===== config.mk =====
export PLATFORM = sky130hd
export DESIGN_NAME = fp_minmax_pipe
export DESIGN_NICKNAME = d
export VERILOG_FILES = /design/src/rtl/fp_minmax_pkg.sv /design/src/rtl/fp_minmax_pipe_classify.sv /design/src/rtl/fp_minmax_pipe.sv
export SDC_FILE = /design/constraint.sdc
export NUM_CORES = 1
export LEC_CHECK = 0
export BUFFER_PORTS_ARGS = -buffer_cell sky130_fd_sc_hd__buf_4
export CAP_MARGIN = 20
export CORE_ASPECT_RATIO = 0.6
export CORE_MARGIN = 2
export CORE_UTILIZATION = 45
export DETAILED_ROUTE_END_ITERATION = 16
export HOLD_SLACK_MARGIN = 0.06
export PLACE_DENSITY = 0.74
export RECOVER_POWER = 100
export SKIP_LAST_GASP = 1
export SYNTH_ARGS = -nofsm -noshare
export SYNTH_HDL_FRONTEND = slang
export SYNTH_SLANG_ARGS = --single-unit
export TNS_END_PERCENT = 5

===== constraint.sdc =====
create_clock -name in_clk -period 2.63 [get_ports in_clk]
set_input_delay 0.3945 -clock in_clk [delete_from_list [all_inputs] [get_ports in_clk]]
set_output_delay 0.3945 -clock in_clk [all_outputs]
set_load 0.02 [all_outputs]

===== src/rtl/fp_minmax_pkg.sv =====
// Shared constants and helpers for the pipelined IEEE-754 min/max unit.
package fp_minmax_pkg;

  localparam int B32_EXP_W = 8;
  localparam int B32_MAN_W = 23;
  localparam int B64_EXP_W = 11;
  localparam int B64_MAN_W = 52;

  // Helpers work on a wide container so any EXP_W/MAN_W up to 128 bits fits.
  localparam int KEY_W = 128;

  function automatic logic [KEY_W-1:0] canonical_nan(input int exp_w, input int man_w);
    logic [KEY_W-1:0] one;
    one = KEY_W'(1);
    return (((one << exp_w) - one) << man_w) | (one << (man_w - 1));
  endfunction

  // Maps a w-bit float onto an unsigned key whose order matches the numeric
  // order, with -0 below +0; negative values are bit-inverted.
  function automatic logic [KEY_W-1:0] ordering_key(input logic [KEY_W-1:0] x, input int w);
    logic [KEY_W-1:0] one;
    logic [KEY_W-1:0] mask;
    logic [KEY_W-1:0] msb;
    one  = KEY_W'(1);
    mask = (one << w) - one;
    msb  = one << (w - 1);
    if ((x & msb) != '0) return ~x & mask;
    return x ^ msb;
  endfunction

endpackage


===== src/rtl/fp_minmax_pipe_classify.sv =====
// Combinational field classifier for one operand; the sign bit is not needed.
module fp_classify #(
  parameter int EXP_W = 11,
  parameter int MAN_W = 52
) (
  input  logic [EXP_W+MAN_W-1:0] mag,
  output logic                   is_nan,
  output logic                   is_snan,
  output logic                   is_zero,
  output logic                   is_inf
);

  logic [EXP_W-1:0] exp_f;
  logic [MAN_W-1:0] man_f;

  assign exp_f   = mag[EXP_W+MAN_W-1:MAN_W];
  assign man_f   = mag[MAN_W-1:0];
  assign is_nan  = (&exp_f) & (|man_f);
  assign is_snan = is_nan & ~man_f[MAN_W-1];
  assign is_zero = ~(|exp_f) & ~(|man_f);
  assign is_inf  = (&exp_f) & ~(|man_f);

endmodule


===== src/rtl/fp_minmax_pipe.sv =====
// Two-stage IEEE-754 min/max with RISC-V fmin/fmax NaN rules and canonical NaN.
module fp_minmax_pipe
  import fp_minmax_pkg::*;
#(
  parameter int EXP_W = B64_EXP_W,
  parameter int MAN_W = B64_MAN_W,
  localparam int W = 1 + EXP_W + MAN_W
) (
  input  logic         in_clk,
  input  logic         in_rst_n,
  input  logic         in_valid,
  output logic         in_ready,
  input  logic [W-1:0] in_numA,
  input  logic [W-1:0] in_numB,
  input  logic         in_ctrl_minmax,
  output logic         out_valid,
  input  logic         out_ready,
  output logic [W-1:0] out_data,
  output logic         out_nv
);

  localparam logic [W-1:0] CNAN = W'(canonical_nan(EXP_W, MAN_W));

  // Handshake: a transfer happens on a rising edge where valid & ready; a
  // stage advances when it is empty or its downstream stage advances.
  logic s1_adv, s2_adv;
  logic s1_valid, s2_valid;

  logic [W-1:0] s1_a, s1_b;
  logic         s1_max, s1_a_nan, s1_b_nan, s1_nv, s1_a_lt_b;
  logic [W-1:0] s2_data;
  logic         s2_nv;

  logic a_nan, a_snan, a_zero, a_inf;
  logic b_nan, b_snan, b_zero, b_inf;
  logic [KEY_W-1:0] key_a, key_b;
  logic [W-1:0] sel;

  fp_classify #(.EXP_W(EXP_W), .MAN_W(MAN_W)) u_cls_a (
    .mag(in_numA[W-2:0]), .is_nan(a_nan), .is_snan(a_snan), .is_zero(a_zero), .is_inf(a_inf)
  );
  fp_classify #(.EXP_W(EXP_W), .MAN_W(MAN_W)) u_cls_b (
    .mag(in_numB[W-2:0]), .is_nan(b_nan), .is_snan(b_snan), .is_zero(b_zero), .is_inf(b_inf)
  );

  assign key_a = ordering_key(KEY_W'(in_numA), W);
  assign key_b = ordering_key(KEY_W'(in_numB), W);

  assign s2_adv    = !s2_valid || out_ready;
  assign s1_adv    = !s1_valid || s2_adv;
  assign in_ready  = s1_adv;
  assign out_valid = s2_valid;
  assign out_data  = s2_data;
  assign out_nv    = s2_nv;

  // Equal keys mean identical encodings, so either operand is the A result.
  always_comb begin
    sel = s1_a;
    if (s1_a_nan && s1_b_nan) sel = CNAN;
    else if (s1_a_nan)        sel = s1_b;
    else if (s1_b_nan)        sel = s1_a;
    else if (s1_max)          sel = s1_a_lt_b ? s1_b : s1_a;
    else                      sel = s1_a_lt_b ? s1_a : s1_b;
  end

  always_ff @(posedge in_clk) begin
    if (!in_rst_n) begin
      s1_valid  <= 1'b0;
      s1_a      <= '0;
      s1_b      <= '0;
      s1_max    <= 1'b0;
      s1_a_nan  <= 1'b0;
      s1_b_nan  <= 1'b0;
      s1_nv     <= 1'b0;
      s1_a_lt_b <= 1'b0;
      s2_valid  <= 1'b0;
      s2_data   <= '0;
      s2_nv     <= 1'b0;
    end else begin
      if (s1_adv) begin
        s1_valid <= in_valid;
        if (in_valid) begin
          s1_a      <= in_numA;
          s1_b      <= in_numB;
          s1_max    <= in_ctrl_minmax;
          s1_a_nan  <= a_nan;
          s1_b_nan  <= b_nan;
          s1_nv     <= a_snan | b_snan;
          s1_a_lt_b <= key_a < key_b;
        end
      end
      if (s2_adv) begin
        s2_valid <= s1_valid;
        if (s1_valid) begin
          s2_data <= sel;
          s2_nv   <= s1_nv;
        end
      end
      // Classes are mutually exclusive; a violation means a broken classifier.
      if (in_valid)
        assert (!(a_inf && (a_nan || a_zero)) && !(b_inf && (b_nan || b_zero)));
    end
  end

endmodule

* After elaboration in Yosys (flattened, before gate mapping) *
Index checks and enable logic that the tools add are counted.

storage, ports and cells
  logic and storage cells = 46
  flip-flop bits (word level) = 200

operators by class
  bitwise logic cells = 11
  muxes and demuxes = 12
  reduce and logical (&&, ||, !) cells = 11
  magnitude comparators = 1

operator list
  kind                          count
  128-bit 2-to-1 mux            4
  64-bit 2-to-1 mux             6
  128-bit less-than comparator  1
  64-bit NOT                    2
  52-bit OR reduction           2
  11-bit AND reduction          2
  1-bit AND                     4
  1-bit NOT                     4
  2-bit AND reduction           2
  1-bit zero test               2
  1-bit logical OR              2
  1-bit 2-to-1 mux              2
  1-bit logical AND             1
  1-bit bitwise OR              1

* Longest topological paths before layout *
Gate-level depths: netlist (run 1).

  depth in word-level cells = 5
  depth in mapped cells = 10
  gate-level depth less buffers = 8

* Modules after synthesis *
From an unflattened synthesis (run 1), not the netlist that was laid out.

second synthesis, totals
  cell total of the unflattened synthesis = 1302
  area total of the unflattened synthesis = 10896.7 um^2

by module, submodules not included
  module          area an instance (um^2)  cells an instance  times used
  fp_minmax_pipe  10488.8                  1244               1
  fp_classify     203.9                    29                 2

* Least setup slack after synthesis (run 1) *
No wires, ideal clock.

  path type = input-to-reg
  start = input port in_numA[63]
  end = register s1_a_lt_b
  stages on the path = 10
  setup slack = -0.213 ns
  arrival time = 2.723 ns
  setup time = 0.121 ns
  cells stage by stage = clkbuf_1 -> buf_1 -> xor2_1 -> ha_1 -> nand4_1 -> nor4_1 -> nand2_1 -> or3_1 -> nand4b_1 -> o31ai_1

on the way
  longest elaborated chain between the ends = 4

RTL lines
  what                              line                  source
  start: declaration                fp_minmax_pipe.sv:13  input logic [W-1:0] in_numA,
  64-bit NOT                        fp_minmax_pkg.sv:27   if ((x & msb) != '0) return ~x & mask;
  128-bit 2-to-1 mux                fp_minmax_pkg.sv:27
  128-bit 2-to-1 mux (*)            fp_minmax_pkg.sv:28   return x ^ msb;
  128-bit less-than comparator (*)  fp_minmax_pipe.sv:89  s1_a_lt_b <= key_a < key_b;
  end signal: assignment            fp_minmax_pipe.sv:89
  end: declaration                  fp_minmax_pipe.sv:30  logic s1_max, s1_a_nan, s1_b_nan, s1_nv, s1_a_lt_b;

Every way passes the cells marked *; elsewhere a longest branch is shown, timed or not. The select of a mux whose other input is x is not followed.
A chain may end at the register's enable or synchronous reset.

* Worst setup path after layout (run 1) *
Ends and elaborated chain as after synthesis.

==> results.md, run 1 <==
* Pin count of the biggest net entering global routing at 200
* # hold bufs at CTS at 0
* Area after detailed placement at 12500 um^2
* Number of buffer and inverter instances along the worst setup path at 3
* Ratio of final minimum period to clock period at 0.864
* Clk_skew at 10.0 ps
* Max cap viols at 1
* Via count at 9479
* Final layout net count at 1637
* Crit path required time at 2950 ps
* GRT Overall Usage at 0.245
* Share of cells above drive strength 1 at 0.129
* Mapped cell area at 10700 um^2
* DR WL/cell at 17.4 um
* Hold Violations, Final at 0
* CP arrival at 2590 ps
* Resized Gates After CTS at 0
* Count of antenna-violating nets left after detailed routing at 0
* Layout overhead on the synthesized area at 19.7%
* Maximum resistive drop on vdd at 459 uV
* Static power due to leakage at 5.11 nW
* Pre-Repair DR Iteration Count at 5
* Part of the power in combinational logic at 0.214
* Filler cell count in the final layout at 2204
* Unrepaired setup endpoints after global routing: false
* Proportion of register bits with asynchronous set or reset after synthesis at 0
* Slowest Stage Delay on Critical Path at 380 ps
* Worst Setup Start Kind: input port
* Number of flops mapped to enable cells by yosys at 0
* Std-Cell Rows at 43
* Status: finished, violations left
* Buffer cell driving the clock tree root: sky130_fd_sc_hd__clkbuf_16
* Number of antenna violations at the first check in global routing at 0
* Number of sinks handled by clock tree synthesis at 200
* Number of endpoints failing setup at the final stage at 0
* Post-synthesis instance total at 1286
* Count of input and output buffers at 199
* Cell type with the highest occurrence count on the critical path: sky130_fd_sc_hd__buf_4
* Number of ports placed on the die boundary at 200
* DRT Wirelength at 30700 um
* Highest fanout seen on the critical path at 7
* CTS tree: done
* Post-route setup TNS at 0 ps
* CTS HTree Levels at 4
* Insertion delay to the later sink of the worst-skew pair at 450 ps
* Routability congestion estimate at 0.840
* Clock transition at the registers of the reported paths at 80 ps
* Violations in the final reports: max-capacitance violations, max-slew violations
* Number of antenna cells inserted at 0
* Total design power at 7.39 mW
* Path category of the worst min-delay check: input port to flip-flop
* Number of warnings issued by yosys at 0
* Switching fraction of total power at 0.300
* Clock buffers created by TritonCTS at 17
* Flip-flop and latch count after synthesis at 200
* Initial Util at 0.460
* Vertical die dimension at 123 um
* Sequential-to-total area share from yosys stat at 0.374
* Maximum buffer depth of the clock tree at 2
* Slew of the pin with the lowest slew margin at 1800 ps
* Dominant synthesized flop cell: sky130_fd_sc_hd__dfxtp_1
* Area of all placed cells without fillers at 12800 um^2
* Distinct cell type count of the synthesized netlist at 40
* Placed wire-length estimate after detailed placement at 22200 um
* Proportion of power drawn by flip-flops and latches at 0.441
* Die X-Extent at 203 um
* Library cell contributing the largest single delay on the critical path: sky130_fd_sc_hd__nor4_1
* Time the final worst path needs with I/O delays and setup at 2270 ps
* Net Sw Power at 2.22 mW
* Cell Pwr Density at 577 nW/um^2
* DRC Markers at 0
* Class of the most critical setup path: input port to flip-flop
* Max-slew violation total from the final report at 200
* Int Pwr at 5.17 mW
* Flip-flop and latch area at 4000 um^2
* Aggregate global routing overflow at 0
* Synthesized area per cell at 8.32 um^2
* Top delay family on crit path: simple AND/OR/NAND/NOR gates
* DR iter-0 viols at 698
* Relative contribution of the clock network to total power at 0.345
* Core area at 23200 um^2
* Number of global-route vias before repair at 8731
* Total area of multi-input combinational cells at 6350 um^2
* First-pass GRT wire length at 47600 um
* Max frequency at 440 MHz
* Net count after synthesis at 1482
* Die area at 25100 um^2
* Critical path cell sequence: buf_4 -> buf_4 -> xor2_1 -> ha_1 -> nand4_1 -> nor4_1 -> clkbuf_1 -> nand2_1 -> or3_1 -> nand4b_1 -> o31ai_1
* Buffer count from post-CTS setup fixing at 0
* Vias per cell at 5.36
* Worst rel slew slack at -0.198
* Critical path capture point type: flip-flop
-- power groups by stage --
stage | sequential (mW) | clock (mW) | combinational (mW)
after floorplan | 3.36 | 0 | 0.946
after global placement | 3.33 | 0 | 1.55
after detailed placement | 3.33 | 0 | 1.60
after CTS | 3.26 | 2.60 | 1.61
after global routing | 3.28 | 2.72 | 1.75
final | 3.26 | 2.55 | 1.58
-- worst register-to-register path, cell delays in order (launching register included) --
cell and delay, ps:
sky130_fd_sc_hd__dfxtp_1 310, sky130_fd_sc_hd__nor2b_1 190, sky130_fd_sc_hd__nor2b_1 820, sky130_fd_sc_hd__nand2_1 150, sky130_fd_sc_hd__buf_4 290, sky130_fd_sc_hd__o21ai_0 240
sky130_fd_sc_hd__and2_0 140
-- per-layer routing --
| metal | vias up | part of all wire | track usage |
|---|---|---|---|
| met4 | 0 | 0.015 | 0.0684 |
| met3 | 33 | 0.079 | 0.0543 |
| met2 | 314 | 0.41 | 0.352 |
| met1 | 4477 | 0.50 | 0.365 |
| met5 | - | 0 | 0 |
| li1 | 4655 | - | - |
-- sequential cells by signal, summed over array words and instances, names as in the netlist --
register,count
s1_valid,1
out_data,64
s1_b,64
out_valid,1
s1_a,64
s1_b_nan,1
out_nv,1
s1_a_lt_b,1
s1_max,1
s1_a_nan,1
s1_nv,1
-- layout make-up --
cell class                 count  share of cell area
inverter                       2            0.000586
multi-input combinational    998               0.496
clock buffer                  19              0.0338
tap                          315              0.0308
sequential                   200               0.313
timing repair buffer         222               0.117
clock inverter                12             0.00918
-- synthesized netlist by cell type (3+ instances only) --
library cell,count,area share
sky130_fd_sc_hd__a211oi_1,4,0.0028
sky130_fd_sc_hd__buf_1,16,0.0056
sky130_fd_sc_hd__buf_2,7,0.0033
sky130_fd_sc_hd__a21boi_0,133,0.093
sky130_fd_sc_hd__nand4_1,22,0.013
sky130_fd_sc_hd__mux2i_1,52,0.049
sky130_fd_sc_hd__o21ai_0,73,0.034
sky130_fd_sc_hd__o21a_1,3,0.0021
sky130_fd_sc_hd__a21oi_1,24,0.011
sky130_fd_sc_hd__xor2_1,64,0.052
sky130_fd_sc_hd__a21o_1,7,0.0049
sky130_fd_sc_hd__nor2_1,10,0.0035
sky130_fd_sc_hd__buf_4,4,0.0028
sky130_fd_sc_hd__nand2_1,348,0.12
sky130_fd_sc_hd__o31ai_1,4,0.0028
sky130_fd_sc_hd__nor4_1,31,0.018
sky130_fd_sc_hd__xnor2_1,63,0.052
sky130_fd_sc_hd__ha_1,63,0.074
sky130_fd_sc_hd__dfxtp_1,200,0.37
sky130_fd_sc_hd__and2_1,53,0.031
sky130_fd_sc_hd__nor2b_1,4,0.0023
sky130_fd_sc_hd__nand3_1,12,0.0056
sky130_fd_sc_hd__a31oi_1,12,0.0070
sky130_fd_sc_hd__clkbuf_1,59,0.021
-- stage by stage --
stage	hold WS (ps)	instances	worst slack (ps)	utilization
final	235	1768	359	0.551
after global routing	229	1768	184	0.551
after CTS	206	1768	428	0.563
after detailed placement	458	1737	-40.2	0.540
after global placement	450	1737	-11.5	0.540
after floorplan	438	1286	0.00488	-
-- worst paths after layout --
path                                  start            to  slack, ps  cells after the start
worst max-delay path            in_numA[63]     s1_a_lt_b        360                     11
worst min-delay path            in_numA[15]      s1_a[15]        230                      3
worst min register to register     s1_a[60]      s1_a[60]        470                      2
worst max register to register    out_valid  out_data[26]        440                      6
-- cell usage in the layout (no fill, tap or decap), drive strengths merged, types with 10 or more instances in the layout --
cell type and instances:
nand2 348, dfxtp 200, buf 152, a21boi 133
clkbuf 89, o21ai 73, xor2 64, xnor2 63
ha 63, and2 53, mux2i 52, nor4 31
a21oi 25, nand4 22, a31oi 12, nand3 12
nor2 10
-- logic make-up after synthesis --
logic type	synth area share
buffers and inverters	0.0331
DFF	0.374
and+or+nand+nor	0.204
adders and majority gates	0.0737
AOI/OAI and AO/OA	0.163
xor gates and xnor gates	0.104
muxes	0.0486
Power figures use the tool's default switching activity.
==> run 2: changes to the inputs <==
--- a/config.mk
+++ b/config.mk
@@ -12,7 +12,7 @@
 export CORE_UTILIZATION = 45
 export DETAILED_ROUTE_END_ITERATION = 16
 export HOLD_SLACK_MARGIN = 0.06
-export PLACE_DENSITY = 0.74
+export PLACE_DENSITY = 0.72
 export RECOVER_POWER = 100
 export SKIP_LAST_GASP = 1
 export SYNTH_ARGS = -nofsm -noshare
==> constraint.sdc (replaced) <==
create_clock -name in_clk -period 2.3 [get_ports in_clk]
set_input_delay 0.345 -clock in_clk [delete_from_list [all_inputs] [get_ports in_clk]]
set_output_delay 0.345 -clock in_clk [all_outputs]
set_load 0.02 [all_outputs]
==> run 2 against run 1 <==
Net effect:
- register-to-register slack worse by 150 ps
- first-iteration DRC count up 0.57%
- hold slack worse by 63 ps
- non-clock buffer count up 18
- the flow still finishes with violations (max-capacitance violations, max-slew violations)
- design area up 2.1%
- clock power up 22%
- clock skew up 2.9 ps
- total power up 18%
==> results.md, run 2 (same netlist as run 1, synthesis figures left out) <==
* Status: finished, violations left
* Violations in the final reports: max-capacitance violations, max-slew violations
* Highest fanout seen on the critical path at 16 (+9)
* Post-route setup TNS at 0 ps (unchanged)
* Critical path capture point type: flip-flop
* Library cell contributing the largest single delay on the critical path: sky130_fd_sc_hd__nor4_1
* Number of antenna violations at the first check in global routing at 0 (unchanged)
* First-pass GRT wire length at 49500 um (+3.8%)
* Max cap viols at 1 (unchanged)
* Hold Violations, Final at 0 (unchanged)
* Max frequency at 456 MHz
* Placed wire-length estimate after detailed placement at 22800 um (+2.8%)
* Slew of the pin with the lowest slew margin at 1810 ps (+12.0 ps)
* Number of antenna cells inserted at 0 (unchanged)
* Pre-Repair DR Iteration Count at 5 (unchanged)
* Clk_skew at 12.9 ps (+2.93 ps)
* CTS tree: done
* Number of endpoints failing setup at the final stage at 0 (unchanged)
* Number of sinks handled by clock tree synthesis at 200 (unchanged)
* Switching fraction of total power at 0.295 (-0.00569)
* Part of the power in combinational logic at 0.215 (about the same)
* Buffer count from post-CTS setup fixing at 0 (unchanged)
* Clock transition at the registers of the reported paths at 80 ps (about the same)
* Area of all placed cells without fillers at 13100 um^2 (+2.1%)
* Maximum buffer depth of the clock tree at 2 (unchanged)
* Die area at 25100 um^2 (unchanged)
* Std-Cell Rows at 43 (unchanged)
* Count of antenna-violating nets left after detailed routing at 0 (unchanged)
* DR WL/cell at 17.5 um (+0.97%)
* Unrepaired setup endpoints after global routing: false
* Int Pwr at 6.14 mW (+19%)
* Final layout net count at 1655 (+1.1%)
* Vias per cell at 5.35 (-0.14%)
* Ratio of final minimum period to clock period at 0.953
* DRT Wirelength at 31300 um (+2.1%)
* CP arrival at 2560 ps (-30 ps)
* Initial Util at 0.460 (unchanged)
* Proportion of power drawn by flip-flops and latches at 0.428 (-0.013)
* Maximum resistive drop on vdd at 497 uV (+8.3%)
* Share of cells above drive strength 1 at 0.143 (+0.0146)
* DRC Markers at 0 (unchanged)
* Count of input and output buffers at 199 (unchanged)
* Top delay family on crit path: compound AO/OA/AOI/OAI gates
* Highest-count cells in the layout ignoring fill and taps: sky130_fd_sc_hd__nand2_1 (347), sky130_fd_sc_hd__dfxtp_1 (200), sky130_fd_sc_hd__buf_4 (159)
* Time the final worst path needs with I/O delays and setup at 2190 ps
* Number of global-route vias before repair at 8921 (+2.2%)
* Worst Setup Start Kind: input port
* Via count at 9567 (+0.93%)
* Buffer cell driving the clock tree root: sky130_fd_sc_hd__clkbuf_16
* Critical path cell sequence: buf_4 -> buf_8 -> buf_4 -> xor2_1 -> ha_1 -> a211oi_1 -> o22ai_1 -> nor4_1 -> or3_1 -> nand4b_1 -> o31ai_1
* Insertion delay to the later sink of the worst-skew pair at 450 ps (about the same)
* Layout overhead on the synthesized area at 22.2%
* Static power due to leakage at 5.26 nW (+2.8%)
* Cell Pwr Density at 666 nW/um^2 (+15%)
* Most common library cell in the layout ignoring fill and taps: sky130_fd_sc_hd__nand2_1
* Core area at 23200 um^2 (unchanged)
* Dpl cells at 1754 (+0.98%)
* Slowest Stage Delay on Critical Path at 340 ps (-40 ps)
* Crit path required time at 2670 ps (-280 ps)
* Vertical die dimension at 123 um (unchanged)
* Area after detailed placement at 12700 um^2 (+1.6%)
* Class of the most critical setup path: input port to flip-flop
* Number of buffer and inverter instances along the worst setup path at 3 (unchanged)
* CTS HTree Levels at 4 (unchanged)
* Max-slew violation total from the final report at 200 (unchanged)
* Worst rel slew slack at -0.206 (-0.00802)
* DR iter-0 viols at 702 (+0.57%)
* Cell Count, Final, Fillers Out at 1787 (+1.1%)
* Number of ports placed on the die boundary at 200 (unchanged)
* Total design power at 8.71 mW (+18%)
* Die X-Extent at 203 um (unchanged)
* Routability congestion estimate at 0.832 (-1.0%)
* Clock buffers created by TritonCTS at 17 (unchanged)
* Pin count of the biggest net entering global routing at 200 (unchanged)
* Aggregate global routing overflow at 0 (unchanged)
* Cell type with the highest occurrence count on the critical path: sky130_fd_sc_hd__buf_4
* Relative contribution of the clock network to total power at 0.357 (+0.012)
* Path category of the worst min-delay check: input port to flip-flop
* GRT Overall Usage at 0.255 (+0.00943)
* Net Sw Power at 2.57 mW (+16%)
-- run 2: final timing paths --
kind,start,slack [ps],cells past startpoint,end
setup reg to reg,s1_a_lt_b,290,7,out_data[38]
setup / recovery,in_numA[63],110,11,s1_a_lt_b
hold reg to reg,s1_b[38],470,2,s1_b[38]
hold / removal,in_ctrl_minmax,170,3,s1_max
-- run 2: metrics by stage --
step	hold slack [ps]	setup slack, ps	util
after floorplan	438	1.40	-
after global placement	450	-248	0.548
after detailed placement	457	-298	0.548
after CTS	157	115	0.574
after global routing	171	44.9	0.563
final	172	108	0.563
-- run 2: timing repair --
action                     CTS  global route
setup endpoints to repair    0            19
resized for setup            0             1
hold buffers                 0             0
-- run 2: final cells by class --
class | count | area, um^2
fill | 2160 | 10200
multi-input combinational | 998 | 6370
sequential | 200 | 4000
timing repair buffer | 240 | 1700
clock buffer | 21 | 460
tap | 315 | 394
clock inverter | 11 | 139
inverter | 2 | 7.51
-- run 2: layer usage --
| metal | part of all wire | vias to the layer above | GRT usage |
|---|---|---|---|
| met5 | 0 | - | 0 |
| met1 | 0.50 | 4545 | 0.381 |
| li1 | - | 4697 | - |
| met2 | 0.41 | 310 | 0.372 |
| met4 | 0.0079 | 0 | 0.0506 |
| met3 | 0.079 | 15 | 0.0561 |
-- run 2: power by group through the flow --
stage	sequential (mW)	clock [mW]	combinational, mW
2_1_floorplan	3.84	0	1.10
3_3_place_gp	3.80	0	1.84
3_5_place_dp	3.81	0	1.89
4_1_cts	3.73	3.16	1.90
5_1_grt	3.75	3.32	2.06
6_report	3.73	3.11	1.87
-- run 2: worst reg2reg max path, cell delays in order (launching register included) --
cell and delay (ps):
sky130_fd_sc_hd__dfxtp_1 330, sky130_fd_sc_hd__xor2_1 190, sky130_fd_sc_hd__nor2_1 210, sky130_fd_sc_hd__or2_2 360, sky130_fd_sc_hd__buf_12 250, sky130_fd_sc_hd__mux2i_1 290, sky130_fd_sc_hd__o21ai_0 90, sky130_fd_sc_hd__and2_1 160
